[src/rtl/accumulator_cpu_gen2_pkg.sv]
// Shared definitions for the gen2 accumulator CPU: opcodes, FSM states and
// instruction field helpers.
package acc_cpu_pkg;

    localparam int unsigned OPCODE_W    = 4;
    localparam int unsigned MAX_INSTR_W = 64;

    localparam logic [3:0] OP_NOP  = 4'h0;
    localparam logic [3:0] OP_LOAD = 4'h1;
    localparam logic [3:0] OP_ADD  = 4'h2;
    localparam logic [3:0] OP_SUB  = 4'h3;
    localparam logic [3:0] OP_AND  = 4'h4;
    localparam logic [3:0] OP_OR   = 4'h5;
    localparam logic [3:0] OP_XOR  = 4'h6;
    localparam logic [3:0] OP_NOT  = 4'h7;
    localparam logic [3:0] OP_JMP  = 4'h8;
    localparam logic [3:0] OP_JZ   = 4'h9;
    localparam logic [3:0] OP_HALT = 4'hA;
    localparam logic [3:0] OP_JC   = 4'hB;
    localparam logic [3:0] OP_SHL  = 4'hC;
    localparam logic [3:0] OP_SHR  = 4'hD;

    typedef enum logic [1:0] {
        S_IDLE,
        S_FETCH,
        S_EXEC,
        S_HALTED
    } state_e;

    // Callers zero-extend the instruction to MAX_INSTR_W and pass their DATA_W.
    function automatic logic [3:0] instr_opcode(input logic [MAX_INSTR_W-1:0] instr,
                                                input int unsigned data_w);
        return 4'(instr >> data_w);
    endfunction

    function automatic logic [MAX_INSTR_W-1:0] instr_operand(input logic [MAX_INSTR_W-1:0] instr,
                                                             input int unsigned data_w);
        return instr & ~({MAX_INSTR_W{1'b1}} << data_w);
    endfunction

    function automatic logic is_illegal(input logic [3:0] opcode);
        return (opcode == 4'hE) || (opcode == 4'hF);
    endfunction

endpackage

[src/rtl/accumulator_cpu_gen2_if.sv]
// Host-side bus of the CPU core: program load port, run control and
// architectural state outputs.
interface accumulator_cpu_gen2_if #(
    parameter int unsigned DATA_W = 8,
    parameter int unsigned ADDR_W = 4
) ();
    localparam int unsigned INSTR_W = 4 + DATA_W;

    logic                we;
    logic [ADDR_W-1:0]   instr_addr;
    logic [INSTR_W-1:0]  instr_in;
    logic                start;
    logic [DATA_W-1:0]   AC;
    logic [ADDR_W-1:0]   PC;
    logic                zf;
    logic                cf;
    logic                busy;
    logic                halted;
    logic                err;

    modport master (
        output we, instr_addr, instr_in, start,
        input  AC, PC, zf, cf, busy, halted, err
    );

    modport slave (
        input  we, instr_addr, instr_in, start,
        output AC, PC, zf, cf, busy, halted, err
    );
endinterface

[src/rtl/accumulator_cpu_gen2_alu.sv]
// Combinational datapath for every accumulator-writing opcode; non-writing
// opcodes deassert we_o so the core leaves AC and flags untouched.
module acc_alu
    import acc_cpu_pkg::*;
#(
    parameter int unsigned DATA_W = 8
) (
    input  logic [3:0]        opcode_i,
    input  logic [DATA_W-1:0] ac_i,
    input  logic [DATA_W-1:0] operand_i,
    input  logic              cf_i,
    output logic [DATA_W-1:0] result_o,
    output logic              cf_next_o,
    output logic              zf_next_o,
    output logic              we_o
);
    logic [DATA_W:0] wide;
    logic [2:0]      shamt;

    assign shamt     = operand_i[2:0];
    assign zf_next_o = (result_o == '0);

    always_comb begin
        result_o  = ac_i;
        cf_next_o = cf_i;
        we_o      = 1'b1;
        wide      = '0;
        case (opcode_i)
            OP_LOAD: begin
                result_o  = operand_i;
                cf_next_o = 1'b0;
            end
            OP_ADD: begin
                wide      = {1'b0, ac_i} + {1'b0, operand_i};
                result_o  = wide[DATA_W-1:0];
                cf_next_o = wide[DATA_W];
            end
            OP_SUB: begin
                result_o  = ac_i - operand_i;
                cf_next_o = (ac_i < operand_i);
            end
            OP_AND: begin
                result_o  = ac_i & operand_i;
                cf_next_o = 1'b0;
            end
            OP_OR: begin
                result_o  = ac_i | operand_i;
                cf_next_o = 1'b0;
            end
            OP_XOR: begin
                result_o  = ac_i ^ operand_i;
                cf_next_o = 1'b0;
            end
            OP_NOT: begin
                result_o  = ~ac_i;
                cf_next_o = 1'b0;
            end
            // One guard bit beside AC catches the last bit shifted out.
            OP_SHL: begin
                wide     = {1'b0, ac_i} << shamt;
                result_o = wide[DATA_W-1:0];
                if (shamt != 3'd0) cf_next_o = wide[DATA_W];
            end
            OP_SHR: begin
                wide     = {ac_i, 1'b0} >> shamt;
                result_o = wide[DATA_W:1];
                if (shamt != 3'd0) cf_next_o = wide[0];
            end
            default: we_o = 1'b0;
        endcase
    end
endmodule

[src/rtl/accumulator_cpu_gen2.sv]
// Gen2 accumulator CPU core: instruction memory, IR, PC, flags and the
// IDLE/FETCH/EXEC/HALTED run controller (two cycles per instruction).
module accumulator_cpu_gen2
    import acc_cpu_pkg::*;
#(
    parameter int unsigned DATA_W = 8,
    parameter int unsigned ADDR_W = 4
) (
    input  logic               clk,
    input  logic               reset_n,
    accumulator_cpu_gen2_if.slave bus
);
    localparam int unsigned INSTR_W = OPCODE_W + DATA_W;
    localparam int unsigned DEPTH   = 2 ** ADDR_W;

    logic [INSTR_W-1:0] mem_q [DEPTH];

    state_e             state_q;
    logic [INSTR_W-1:0] ir_q;
    logic [ADDR_W-1:0]  pc_q;
    logic [DATA_W-1:0]  ac_q;
    logic               zf_q;
    logic               cf_q;
    logic               err_q;
    logic               busy_q;
    logic               halted_q;

    logic [3:0]         opcode;
    logic [DATA_W-1:0]  operand;
    logic [ADDR_W-1:0]  pc_inc;
    logic [ADDR_W-1:0]  jmp_tgt;
    logic [DATA_W-1:0]  alu_res;
    logic               alu_cf;
    logic               alu_zf;
    logic               alu_we;

    assign opcode  = instr_opcode(MAX_INSTR_W'(ir_q), DATA_W);
    assign operand = DATA_W'(instr_operand(MAX_INSTR_W'(ir_q), DATA_W));
    assign pc_inc  = pc_q + ADDR_W'(1);
    assign jmp_tgt = operand[ADDR_W-1:0];

    acc_alu #(.DATA_W(DATA_W)) u_alu (
        .opcode_i  (opcode),
        .ac_i      (ac_q),
        .operand_i (operand),
        .cf_i      (cf_q),
        .result_o  (alu_res),
        .cf_next_o (alu_cf),
        .zf_next_o (alu_zf),
        .we_o      (alu_we)
    );

    // Memory has no reset so a reset mid-run keeps the loaded program.
    always_ff @(posedge clk) begin
        if (bus.we && !busy_q) mem_q[bus.instr_addr] <= bus.instr_in;
    end

    always_ff @(posedge clk or negedge reset_n) begin
        if (!reset_n) begin
            state_q  <= S_IDLE;
            ir_q     <= '0;
            pc_q     <= '0;
            ac_q     <= '0;
            zf_q     <= 1'b0;
            cf_q     <= 1'b0;
            err_q    <= 1'b0;
            busy_q   <= 1'b0;
            halted_q <= 1'b0;
        end else begin
            case (state_q)
                S_FETCH: begin
                    ir_q    <= mem_q[pc_q];
                    state_q <= S_EXEC;
                end
                S_EXEC: begin
                    state_q <= S_FETCH;
                    if (is_illegal(opcode)) begin
                        err_q    <= 1'b1;
                        state_q  <= S_HALTED;
                        busy_q   <= 1'b0;
                        halted_q <= 1'b1;
                    end else begin
                        case (opcode)
                            OP_HALT: begin
                                state_q  <= S_HALTED;
                                busy_q   <= 1'b0;
                                halted_q <= 1'b1;
                            end
                            OP_JMP:  pc_q <= jmp_tgt;
                            OP_JZ:   pc_q <= zf_q ? jmp_tgt : pc_inc;
                            OP_JC:   pc_q <= cf_q ? jmp_tgt : pc_inc;
                            default: begin
                                pc_q <= pc_inc;
                                if (alu_we) begin
                                    ac_q <= alu_res;
                                    zf_q <= alu_zf;
                                    cf_q <= alu_cf;
                                end
                            end
                        endcase
                    end
                end
                default: begin
                    if (bus.start) begin
                        state_q  <= S_FETCH;
                        pc_q     <= '0;
                        ac_q     <= '0;
                        zf_q     <= 1'b0;
                        cf_q     <= 1'b0;
                        err_q    <= 1'b0;
                        busy_q   <= 1'b1;
                        halted_q <= 1'b0;
                    end
                end
            endcase
        end
    end

    assign bus.AC     = ac_q;
    assign bus.PC     = pc_q;
    assign bus.zf     = zf_q;
    assign bus.cf     = cf_q;
    assign bus.busy   = busy_q;
    assign bus.halted = halted_q;
    assign bus.err    = err_q;
endmodule

[src/flat_wrapper.sv]
// flat-port wrapper written by rule: the top's interface ports become plain ports
module accumulator_cpu_gen2_flat import acc_cpu_pkg::*;
#(
    parameter int unsigned DATA_W = 8,
    parameter int unsigned ADDR_W = 4
)
  (clk, reset_n, bus_we, bus_instr_addr, bus_instr_in, bus_start, bus_AC, bus_PC, bus_zf, bus_cf, bus_busy, bus_halted, bus_err);
  accumulator_cpu_gen2_if #(.DATA_W(DATA_W), .ADDR_W(ADDR_W)) bus_i ();
  input  logic clk;
  input  logic reset_n;
  input wire logic [$bits(bus_i.we)-1:0] bus_we;
  input wire logic [$bits(bus_i.instr_addr)-1:0] bus_instr_addr;
  input wire logic [$bits(bus_i.instr_in)-1:0] bus_instr_in;
  input wire logic [$bits(bus_i.start)-1:0] bus_start;
  output wire logic [$bits(bus_i.AC)-1:0] bus_AC;
  output wire logic [$bits(bus_i.PC)-1:0] bus_PC;
  output wire logic [$bits(bus_i.zf)-1:0] bus_zf;
  output wire logic [$bits(bus_i.cf)-1:0] bus_cf;
  output wire logic [$bits(bus_i.busy)-1:0] bus_busy;
  output wire logic [$bits(bus_i.halted)-1:0] bus_halted;
  output wire logic [$bits(bus_i.err)-1:0] bus_err;
  assign bus_i.we = bus_we;
  assign bus_i.instr_addr = bus_instr_addr;
  assign bus_i.instr_in = bus_instr_in;
  assign bus_i.start = bus_start;
  assign bus_AC = bus_i.AC;
  assign bus_PC = bus_i.PC;
  assign bus_zf = bus_i.zf;
  assign bus_cf = bus_i.cf;
  assign bus_busy = bus_i.busy;
  assign bus_halted = bus_i.halted;
  assign bus_err = bus_i.err;
  accumulator_cpu_gen2 #(.DATA_W(DATA_W), .ADDR_W(ADDR_W)) u_core (.clk(clk), .reset_n(reset_n), .bus(bus_i));
endmodule
[config.mk]
export PLATFORM = sky130hd
export DESIGN_NAME = accumulator_cpu_gen2_flat
export DESIGN_NICKNAME = d
export VERILOG_FILES = /design/src/rtl/accumulator_cpu_gen2_pkg.sv /design/src/rtl/accumulator_cpu_gen2_if.sv /design/src/rtl/accumulator_cpu_gen2_alu.sv /design/src/rtl/accumulator_cpu_gen2.sv /design/src/flat_wrapper.sv
export SDC_FILE = /design/constraint.sdc
export NUM_CORES = 1
export LEC_CHECK = 0
export ABC_CLOCK_PERIOD_IN_PS = 2860
export BUFFER_PORTS_ARGS = -buffer_cell sky130_fd_sc_hd__buf_4
export CAP_MARGIN = 20
export CORE_MARGIN = 3
export CORE_UTILIZATION = 50
export CTS_BUF_LIST = sky130_fd_sc_hd__clkbuf_8
export DETAILED_ROUTE_END_ITERATION = 6
export PLACE_DENSITY = 0.69
export SLEW_MARGIN = 20
export SYNTH_ARGS = -nofsm -noshare
export SYNTH_HDL_FRONTEND = slang
export SYNTH_HIERARCHICAL = 1
export SYNTH_SLANG_ARGS = --single-unit
[constraint.sdc]
create_clock -name clk -period 2.86 [get_ports clk]
set_input_delay 0.143 -clock clk [delete_from_list [all_inputs] [get_ports clk]]
set_output_delay 0.143 -clock clk [all_outputs]
set_load 0.03 [all_outputs]
==> impl_metrics.toml, run 1 <==
[clock_network]
h-tree-depth = 2
cts_tree = "built"
clock-root-buffer = "clkbuf_8"
clk_path_buf_depth = 3
cts_buffers = 37
worstSkewPairLatency_ps = 550
cts_sinks = 223
path_clk_slew_ps = 70

[logic_synthesis]
synthCells = 786
synth_top_family_by_area = "multiplexers"
yosysTopAreaCell = "edfxtp_1"
avgSynthCellArea_um2 = 14.0
ys_seq_area_share_pct = 59.3
yosysWarnings = 6
synth_edf_count = 192
synth_xor_xnor_area_share_pct = 0
async_reset_ff_share_pct = 13.9
synthMuxAreaShare_pct = 14.5
synthSimpleGateAreaFrac_pct = 8.34
synth_flop_cell = "edfxtp_1"
synth.net_count = 838
synth.area.top_cells = "edfxtp_1 (52%), mux4_2 (8.8%), dfrtp_1 (7.0%)"
synth_compound_area_share_pct = 10.3
synth_top_area_share_pct = 52.3
syn_area_mm2 = 0.0110
synthAdderAreaFrac_pct = 3.77
ys_seq_elements = 223
synthDistinctLibCells = 70

[sta]
max_freq_mhz = 343
tns_ps = -56.2
slew_headroom_pct = 42.9
finalHoldViolations = 0
max_slew.worst_pin.slew_ps = 848
setup_violations = 1
fin_ws_ps = -56.2
fin_skew_ps = 30.1
min_period_ps = 2920
rsz0062_at_grt = "true"
period_share_pct = 102
slew_violations = 0
timing.hold.ws_ps = 98.7

[grt]
grtUsageTotal_pct = 24.3
grt_max_degree = 32
antenna_found_initial = 0
first_global_vias = 7617
overflow = 0
grt_pass1_wl_mm = 44.9

[layout]
final_cell_mix = "edfxtp_1 (192), buf_4 (134), nor2_1 (60)"
final_common_cell = "edfxtp_1"
nets = 985
area.growth.synth_to_final_pct = 19.4
drive_above_1_share_pct = 27.2
antenna_cells = 0

[worst_setup_path]
r2r_end = "u_core/bus.zf$_DFFE_PN0P_"
cp_top_family = "simple AND/OR/NAND/NOR gates"
path_cells = "inv_2 -> ha_1 -> inv_1 -> fa_2 -> nand2b_1 -> nand4_1 -> nand3_1 -> o32a_1 -> or3_1 -> or3_4 -> nor4_2 -> nand2_1 -> mux2i_1"
r2r-start = "u_core/bus.AC[0]$_DFFE_PN0P_"
rrSetupSlack_ps = -60
crit_path_end_kind = "flop"
startpoint_type = "flop"
worst_ep_required_time_ps = 3310
path_buf_inv = 2
path_class = "flop to flop"
crit_fanout = 3
slowest_stage = "dfrtp_2"
arrival_ps = 3370
r2r_cells = 13
max_stage_delay_ps = 440

[routing]
ant_nets = 0
vias = 7519
drt-vias-per-instance = 6.09
drc_errors = 0
routed_wl_mm = 28.8
wl_per_cell_um = 23.3
firstDrtPassIters = 6
drt_iter0_markers = 656

[power]
switching_share_pct = 38.6
irDropWorstVdd_mv = 0.680
cellLeakagePower_uw = 0.00479
pwr-share-comb_pct = 46.5
internal-power_uw = 7830
p_switching_uw = 4920
pwr-share-clk_pct = 21.0
seq_power_share_pct = 32.5
power_density_mw_per_mm2 = 968

[placed_design]
gp_congestion = 0.942
dpl.hpwl_mm = 19.8
pre_cts_ws_ps = -167
io_buffers = 36

[die]
coreArea_mm2 = 0.0214
die_x_um = 155
placementRows = 53
die_y_um = 155
io_pins = 37
start_util_pct = 51.6
die_area_mm2 = 0.0239

[worst_hold_path]
hp-class = "primary input to asynchronous set/reset pin"

[flow_run]
cap_violations = 0

[outcome]
status = "finished with violations"
violations = "setup timing"
## state kept, by name (all words and copies together), names as in the netlist
register           cells
u_core/mem_q         192
u_core/bus.busy        1
u_core/ir_q           12
u_core/bus.err         1
u_core/bus.cf          1
u_core/state_q         2
u_core/bus.AC          8
u_core/bus.PC          4
u_core/bus.zf          1
u_core/bus.halted      1
## per-stage QoR
step,utilization [%],power (µW),cell area (µm²),cells
floorplan,-,7630,11100,786
global placement,57.2,9810,12200,1150
detailed placement,57.2,9840,12200,1150
CTS,61.5,12700,13100,1235
global route,61.6,13400,13200,1235
finish,61.6,12700,13200,1235
## synth_stat cells (4+ instances only)
cell type / instances
mux2i_1: 52
dfrtp_1: 31
mux4_2: 43
o22ai_1: 8
nand4_1: 4
buf_4: 6
nor3_1: 15
and3_1: 4
nand2b_1: 15
buf_6: 4
a22oi_1: 15
nor2b_1: 16
o2bb2ai_1: 4
buf_2: 17
o21a_1: 4
ha_1: 30
a21oi_1: 47
or3_1: 5
clkbuf_1: 19
a41oi_1: 4
o31a_1: 4
edfxtp_1: 192
mux4_1: 4
inv_1: 45
nor2_1: 60
o221ai_1: 12
o21ai_0: 17
nand2_1: 30
a211oi_1: 12
## power by group through the flow
stage	sequential [µW]	combinational, µW	clock [µW]
2_1_floorplan	4230	3400	0
5_1_grt	4180	6350	2920
3_5_place_dp	4200	5640	0
6_report	4140	5920	2680
4_1_cts	4140	5770	2760
3_3_place_gp	4190	5620	0
## routing by layer
metal	global-route usage, %	part of all wire (%)	vias up	wire, µm
li1	-	-	3363	-
met1	32.9	40	3768	11600
met2	40.0	49	328	14200
met3	4.17	7.0	60	2010
met4	8.79	3.6	0	1020
met5	0	0	-	0
## area by class of cell
type	instances	area, µm²
Clock buffer	37	509
Clock inverter	29	193
Fill cell	1630	8190
Inverter	45	169
Multi-Input combinational cell	471	4150
Sequential cell	223	6550
Tap cell	275	344
Timing Repair Buffer	155	1250
## cell families (layout without fill, tap and decap cells)
family	Yosys count	in the layout
buf+inv	92	266
mux	99	99
compound gates	163	163
flops	223	223
simple gates	177	177
fa+ha+maj	32	32
## what timing repair did
item	in CTS	in global routing
gates resized for setup	9	8
pin swaps	2	0
setup buffers	2	0
hold buffers	17	0
gates cloned	0	0
endpoints found under the hold margin	227	0
setup endpoints to repair	1	4
## worst max-delay path by stage
stage	slack (ps)	endpoint	cells past startpoint	start
2_1_floorplan	8	u_core/bus.zf$_DFFE_PN0P_	12	u_core/bus.AC[4]$_DFFE_PN0P_
3_3_place_gp	-80	u_core/bus.zf$_DFFE_PN0P_	13	u_core/ir_q[0]$_DFFE_PN0P_
6_report	-60	u_core/bus.zf$_DFFE_PN0P_	13	u_core/bus.AC[0]$_DFFE_PN0P_
4_1_cts	-50	u_core/bus.zf$_DFFE_PN0P_	13	u_core/bus.AC[0]$_DFFE_PN0P_
3_5_place_dp	-170	u_core/bus.zf$_DFFE_PN0P_	13	u_core/ir_q[0]$_DFFE_PN0P_
5_1_grt	-150	u_core/bus.zf$_DFFE_PN0P_	13	u_core/bus.AC[0]$_DFFE_PN0P_
No activity file was read; power rests on OpenSTA's default activity.
==> inputs of run 2 (changes only) <==
- SETUP_SLACK_MARGIN: not set -> 0.5
==> impl_metrics.toml, run 2 (same netlist as run 1, synthesis figures left out) <==
[die]
die_area_mm2 = 0.0239
die_x_um = 155
start_util_pct = 51.6
coreArea_mm2 = 0.0214
io_pins = 37
die_y_um = 155
placementRows = 53

[layout]
final_cell_mix = "edfxtp_1 (192), buf_4 (130), nor2_1 (59)"
nets = 985
final_util_pct = 62.6
final_common_cell = "edfxtp_1"
area.growth.synth_to_final_pct = 21.3
top_register = "u_core/mem_q"
largest_register_ffs = 192
drive_above_1_share_pct = 30.0
antenna_cells = 0

[worst_setup_path]
startpoint_type = "flop"
r2r_end = "u_core/bus.zf$_DFFE_PN0P_"
path_cells = "inv_2 -> ha_2 -> inv_1 -> fa_2 -> nand2b_1 -> nand4_1 -> nand3_1 -> o32a_1 -> or3_1 -> or3_4 -> nor4_4 -> nand2_1 -> mux2i_1"
crit_end = "u_core/bus.zf$_DFFE_PN0P_"
crit_start = "u_core/bus.AC[0]$_DFFE_PN0P_"
r2r_cells = 13
r2r-start = "u_core/bus.AC[0]$_DFFE_PN0P_"
cp_top_family = "simple AND/OR/NAND/NOR gates"
max_stage_delay_ps = 440
crit_fanout = 3
path_class = "flop to flop"
arrival_ps = 3340
slowest_stage = "dfrtp_2"
rrSetupSlack_ps = -10
crit_path_end_kind = "flop"
worst_ep_required_time_ps = 3330
crit_cells = 13
path_buf_inv = 2

[sta]
max_freq_mhz = 348
slew_headroom_pct = 59.1
slew_violations = 0
fin_skew_ps = 23.1
period_share_pct = 100
rsz0062_at_grt = "true"
setup_violations = 1
max_slew.worst_pin.slew_ps = 613
fin_ws_ps = -12.9
finalHoldViolations = 0
min_period_ps = 2870

[grt]
overflow = 0
grt_max_degree = 32
first_global_vias = 7747
grtUsageTotal_pct = 24.2
antenna_found_initial = 1
grt_pass1_wl_mm = 44.8

[power]
irDropWorstVdd_mv = 0.498
power_density_mw_per_mm2 = 979
cellLeakagePower_uw = 0.00481

[routing]
drc_errors = 0
drt-vias-per-instance = 6.16
firstDrtPassIters = 5
drt_iter0_markers = 630
routed_wl_mm = 28.9
wl_per_cell_um = 23.4
ant_nets = 0
vias = 7607

[clock_network]
path_clk_slew_ps = 80
worstSkewPairLatency_ps = 540
clk_path_buf_depth = 3
clock-root-buffer = "clkbuf_8"
cts_tree = "built"
cts_sinks = 223
h-tree-depth = 2
cts_buffers = 37

[placed_design]
dpl.hpwl_mm = 19.7
io_buffers = 36
pre_cts_ws_ps = -15.8
gp_congestion = 0.891

[outcome]
status = "finished with violations"
violations = "setup timing"

[flow_run]
cap_violations = 0

[worst_hold_path]
hp-class = "primary input to asynchronous set/reset pin"
==> run 2: cell types whose count changed in the layout (fill, tap and decap cells not counted), moves of 4 or more <==
| cell | previous run | this run |
|---|---|---|
| a21oi_1 | 47 | 42 |
| a21oi_2 | 0 | 5 |
| dfrtp_1 | 24 | 19 |
| dfrtp_2 | 6 | 11 |
| buf_4 | 134 | 130 |
==> run 2: metrics by stage <==
step | total power, µW | cells | hold WS [ps] | cell area [µm²] | TNS (ps)
after floorplan | 7710 | 786 | -153 | 11100 | 0
after global routing | 13800 | 1234 | 123 | 13400 | -130
after detailed placement | 9770 | 1140 | 131 | 12200 | -15.8
after CTS | 12900 | 1229 | 91.8 | 13300 | 0
after global placement | 9710 | 1140 | 118 | 12200 | 0
final | 13100 | 1234 | 100 | 13400 | -12.9
==> run 2: repair_timing <==
action | 4_1_cts | 5_1_grt
endpoints found under the setup margin | 7 | 7
pin swaps | 15 | 9
resized for setup | 36 | 5
hold endpoints to repair | 228 | 0
buffers inserted | 8 | 5
hold buffers | 16 | 0
gates cloned | 0 | 0
==> run 2: layer usage <==
| layer | wire length (µm) | share of wire [%] | track usage, % | up-vias |
|---|---|---|---|---|
| met1 | 11400 | 39 | 31.3 | 3824 |
| met4 | 1070 | 3.7 | 9.55 | 2 |
| li1 | - | - | - | 3356 |
| met5 | 11 | 0.038 | 0 | - |
| met3 | 2140 | 7.4 | 4.76 | 69 |
| met2 | 14300 | 49 | 40.6 | 356 |
==> run 2: power by group <==
part           total [µW]  internal, µW  switching (µW)
clock                2650          1380            1270
combinational        6370          2830            3540
sequential           4070          3760             310
total               13100          7970            5120
==> run 2: worst min path at each step <==
stage | start | end | slack (ps) | cells past startpoint
2_1_floorplan | reset_n | u_core/bus.AC[0]$_DFFE_PN0P_ | -150 | 0
3_3_place_gp | reset_n | u_core/bus.AC[3]$_DFFE_PN0P_ | 120 | 1
3_5_place_dp | reset_n | u_core/bus.err$_DFFE_PN0P_ | 130 | 1
4_1_cts | reset_n | u_core/bus.err$_DFFE_PN0P_ | 90 | 2
5_1_grt | reset_n | u_core/bus.halted$_DFFE_PN0P_ | 120 | 2
6_report | reset_n | u_core/ir_q[3]$_DFFE_PN0P_ | 100 | 2
==> run 2: cell type report <==
class,instances,area (µm²)
Timing Repair Buffer,155,1280
Sequential cell,223,6560
Clock inverter,26,160
Multi-Input combinational cell,471,4310
Tap cell,275,344
Inverter,45,173
Fill cell,1595,7980
Clock buffer,39,537
==> inputs of run 3 (changes only) <==
- ABC_CLOCK_PERIOD_IN_PS: 2860 -> 3100
- PLACE_DENSITY: 0.69 -> 0.66
- clock period: 2.86 -> 3.1 ns (I/O delays scaled with it)
==> impl_metrics.toml, run 3 (same netlist as run 1, synthesis figures left out) <==
[outcome]
status = "completed"

[sta]
fin_skew_ps = 19.2
tns_ps = 0
max_slew.worst_pin.slew_ps = 703
min_period_ps = 2930
slew_violations = 0
timing.hold.ws_ps = 123
setup_violations = 0
max_freq_mhz = 342
slew_headroom_pct = 53.1
rsz0062_at_grt = "true"
period_share_pct = 94.4
finalHoldViolations = 0

[clock_network]
worstSkewPairLatency_ps = 530
cts_tree = "built"
path_clk_slew_ps = 60
cts_buffers = 37
clock-root-buffer = "clkbuf_8"
h-tree-depth = 2
cts_sinks = 223
clk_path_buf_depth = 3

[routing]
firstDrtPassIters = 6
drt_iter0_markers = 724
ant_nets = 0
routed_wl_mm = 28.4
wl_per_cell_um = 23.3
drt-vias-per-instance = 6.07
drc_errors = 0
vias = 7392

[grt]
grt_pass1_wl_mm = 43.9
grt_max_degree = 32
first_global_vias = 7516
overflow = 0
antenna_found_initial = 0
grtUsageTotal_pct = 23.8

[die]
start_util_pct = 51.6
die_y_um = 155
io_pins = 37
die_x_um = 155
die_area_mm2 = 0.0239
placementRows = 53
coreArea_mm2 = 0.0214

[power]
irDropWorstVdd_mv = 0.574
power_density_mw_per_mm2 = 884
cellLeakagePower_uw = 0.00470

[layout]
top_register = "u_core/mem_q"
largest_register_ffs = 192
nets = 965
drive_above_1_share_pct = 27.1
final_cells = 1217
multiInputGateArea_mm2 = 0.00420
fillers = 1686
final_cell_mix = "edfxtp_1 (192), buf_4 (114), nor2_1 (60)"
antenna_cells = 0
area.growth.synth_to_final_pct = 18.5
final_common_cell = "edfxtp_1"
postLayoutCellArea_mm2 = 0.0131
regArea_mm2 = 0.00656

[placed_design]
placed_area_mm2 = 0.0120
io_buffers = 36
dpl.cell_count = 1121
gp_congestion = 0.925
dpl.hpwl_mm = 19.8

[worst_setup_path]
worst_ep_required_time_ps = 3540
crit_start = "u_core/ir_q[8]$_DFFE_PN0P_"
crit_path_end_kind = "flop"
startpoint_type = "flop"
crit_fanout = 15
path_class = "flop to flop"
r2r-start = "u_core/ir_q[8]$_DFFE_PN0P_"
arrival_ps = 3370

[worst_hold_path]
hp-class = "primary input to asynchronous set/reset pin"

[flow_run]
cap_violations = 0
[run 3: worst max-delay path, cell delays in order, from the launching register on]
cell       delay, ps
dfrtp_1          680
buf_4            290
nor2b_1          110
a22oi_1          240
o2bb2ai_1        140
o31a_1           330
or3_1            360
or3_1            330
nor4_2           130
nand2_1           70
mux2i_1          170
[run 3: final timing paths]
kind / endpoint / slack (ps) / cells after the start
setup / recovery: u_core/bus.zf$_DFFE_PN0P_ / 170 / 10
hold / removal: u_core/bus.AC[2]$_DFFE_PN0P_ / 120 / 2
setup reg to reg: u_core/bus.zf$_DFFE_PN0P_ / 170 / 10
hold reg to reg: u_core/bus.err$_DFFE_PN0P_ / 550 / 2
max in group asynchronous: u_core/bus.PC[0]$_DFFE_PN0P_ / 2620 / 2
min in group clk: u_core/mem_q[0][4]$_DFFE_PP_ / 170 / 3
[run 3: per-layer routing]
metal / vias to the layer above / global-route usage [%] / wire [µm]
met1: 3710 / 31.2 / 11500
li1: 3335 / - / -
met2: 280 / 40.1 / 14100
met3: 67 / 3.22 / 1540
met5: - / 0 / 0
met4: 0 / 10.2 / 1250
[run 3: area by class of cell]
class | count | share of cell area [%]
well taps | 275 | 2.63
inverters | 45 | 1.29
repair buffers | 135 | 8.28
clock inverters | 31 | 1.54
clock buffers | 37 | 3.90
flip-flops and latches | 223 | 50.2
multi-input cells | 471 | 32.1
[run 3: power breakdown]
group / switching [µW] / total (µW) / internal (µW)
Combinational: 2960 / 5240 / 2280
Clock: 1150 / 2450 / 1300
Sequential: 394 / 3860 / 3470
Total: 4500 / 11600 / 7050
[run 3: through the flow]
step / power [µW] / util (%) / setup slack, ps
floorplan: 7040 / - / 298
global placement: 8740 / 56.2 / 183
detailed placement: 8770 / 56.2 / 153
CTS: 11400 / 60.7 / 207
global route: 12200 / 61.2 / 33.7
finish: 11600 / 61.2 / 172
[run 3: repair_timing]
action,in CTS,in global routing
hold buffers,17,0
pin swaps,5,8
gates resized for setup,18,16
endpoints found under the hold margin,227,0
endpoints found under the setup margin,6,5
setup buffers,3,8
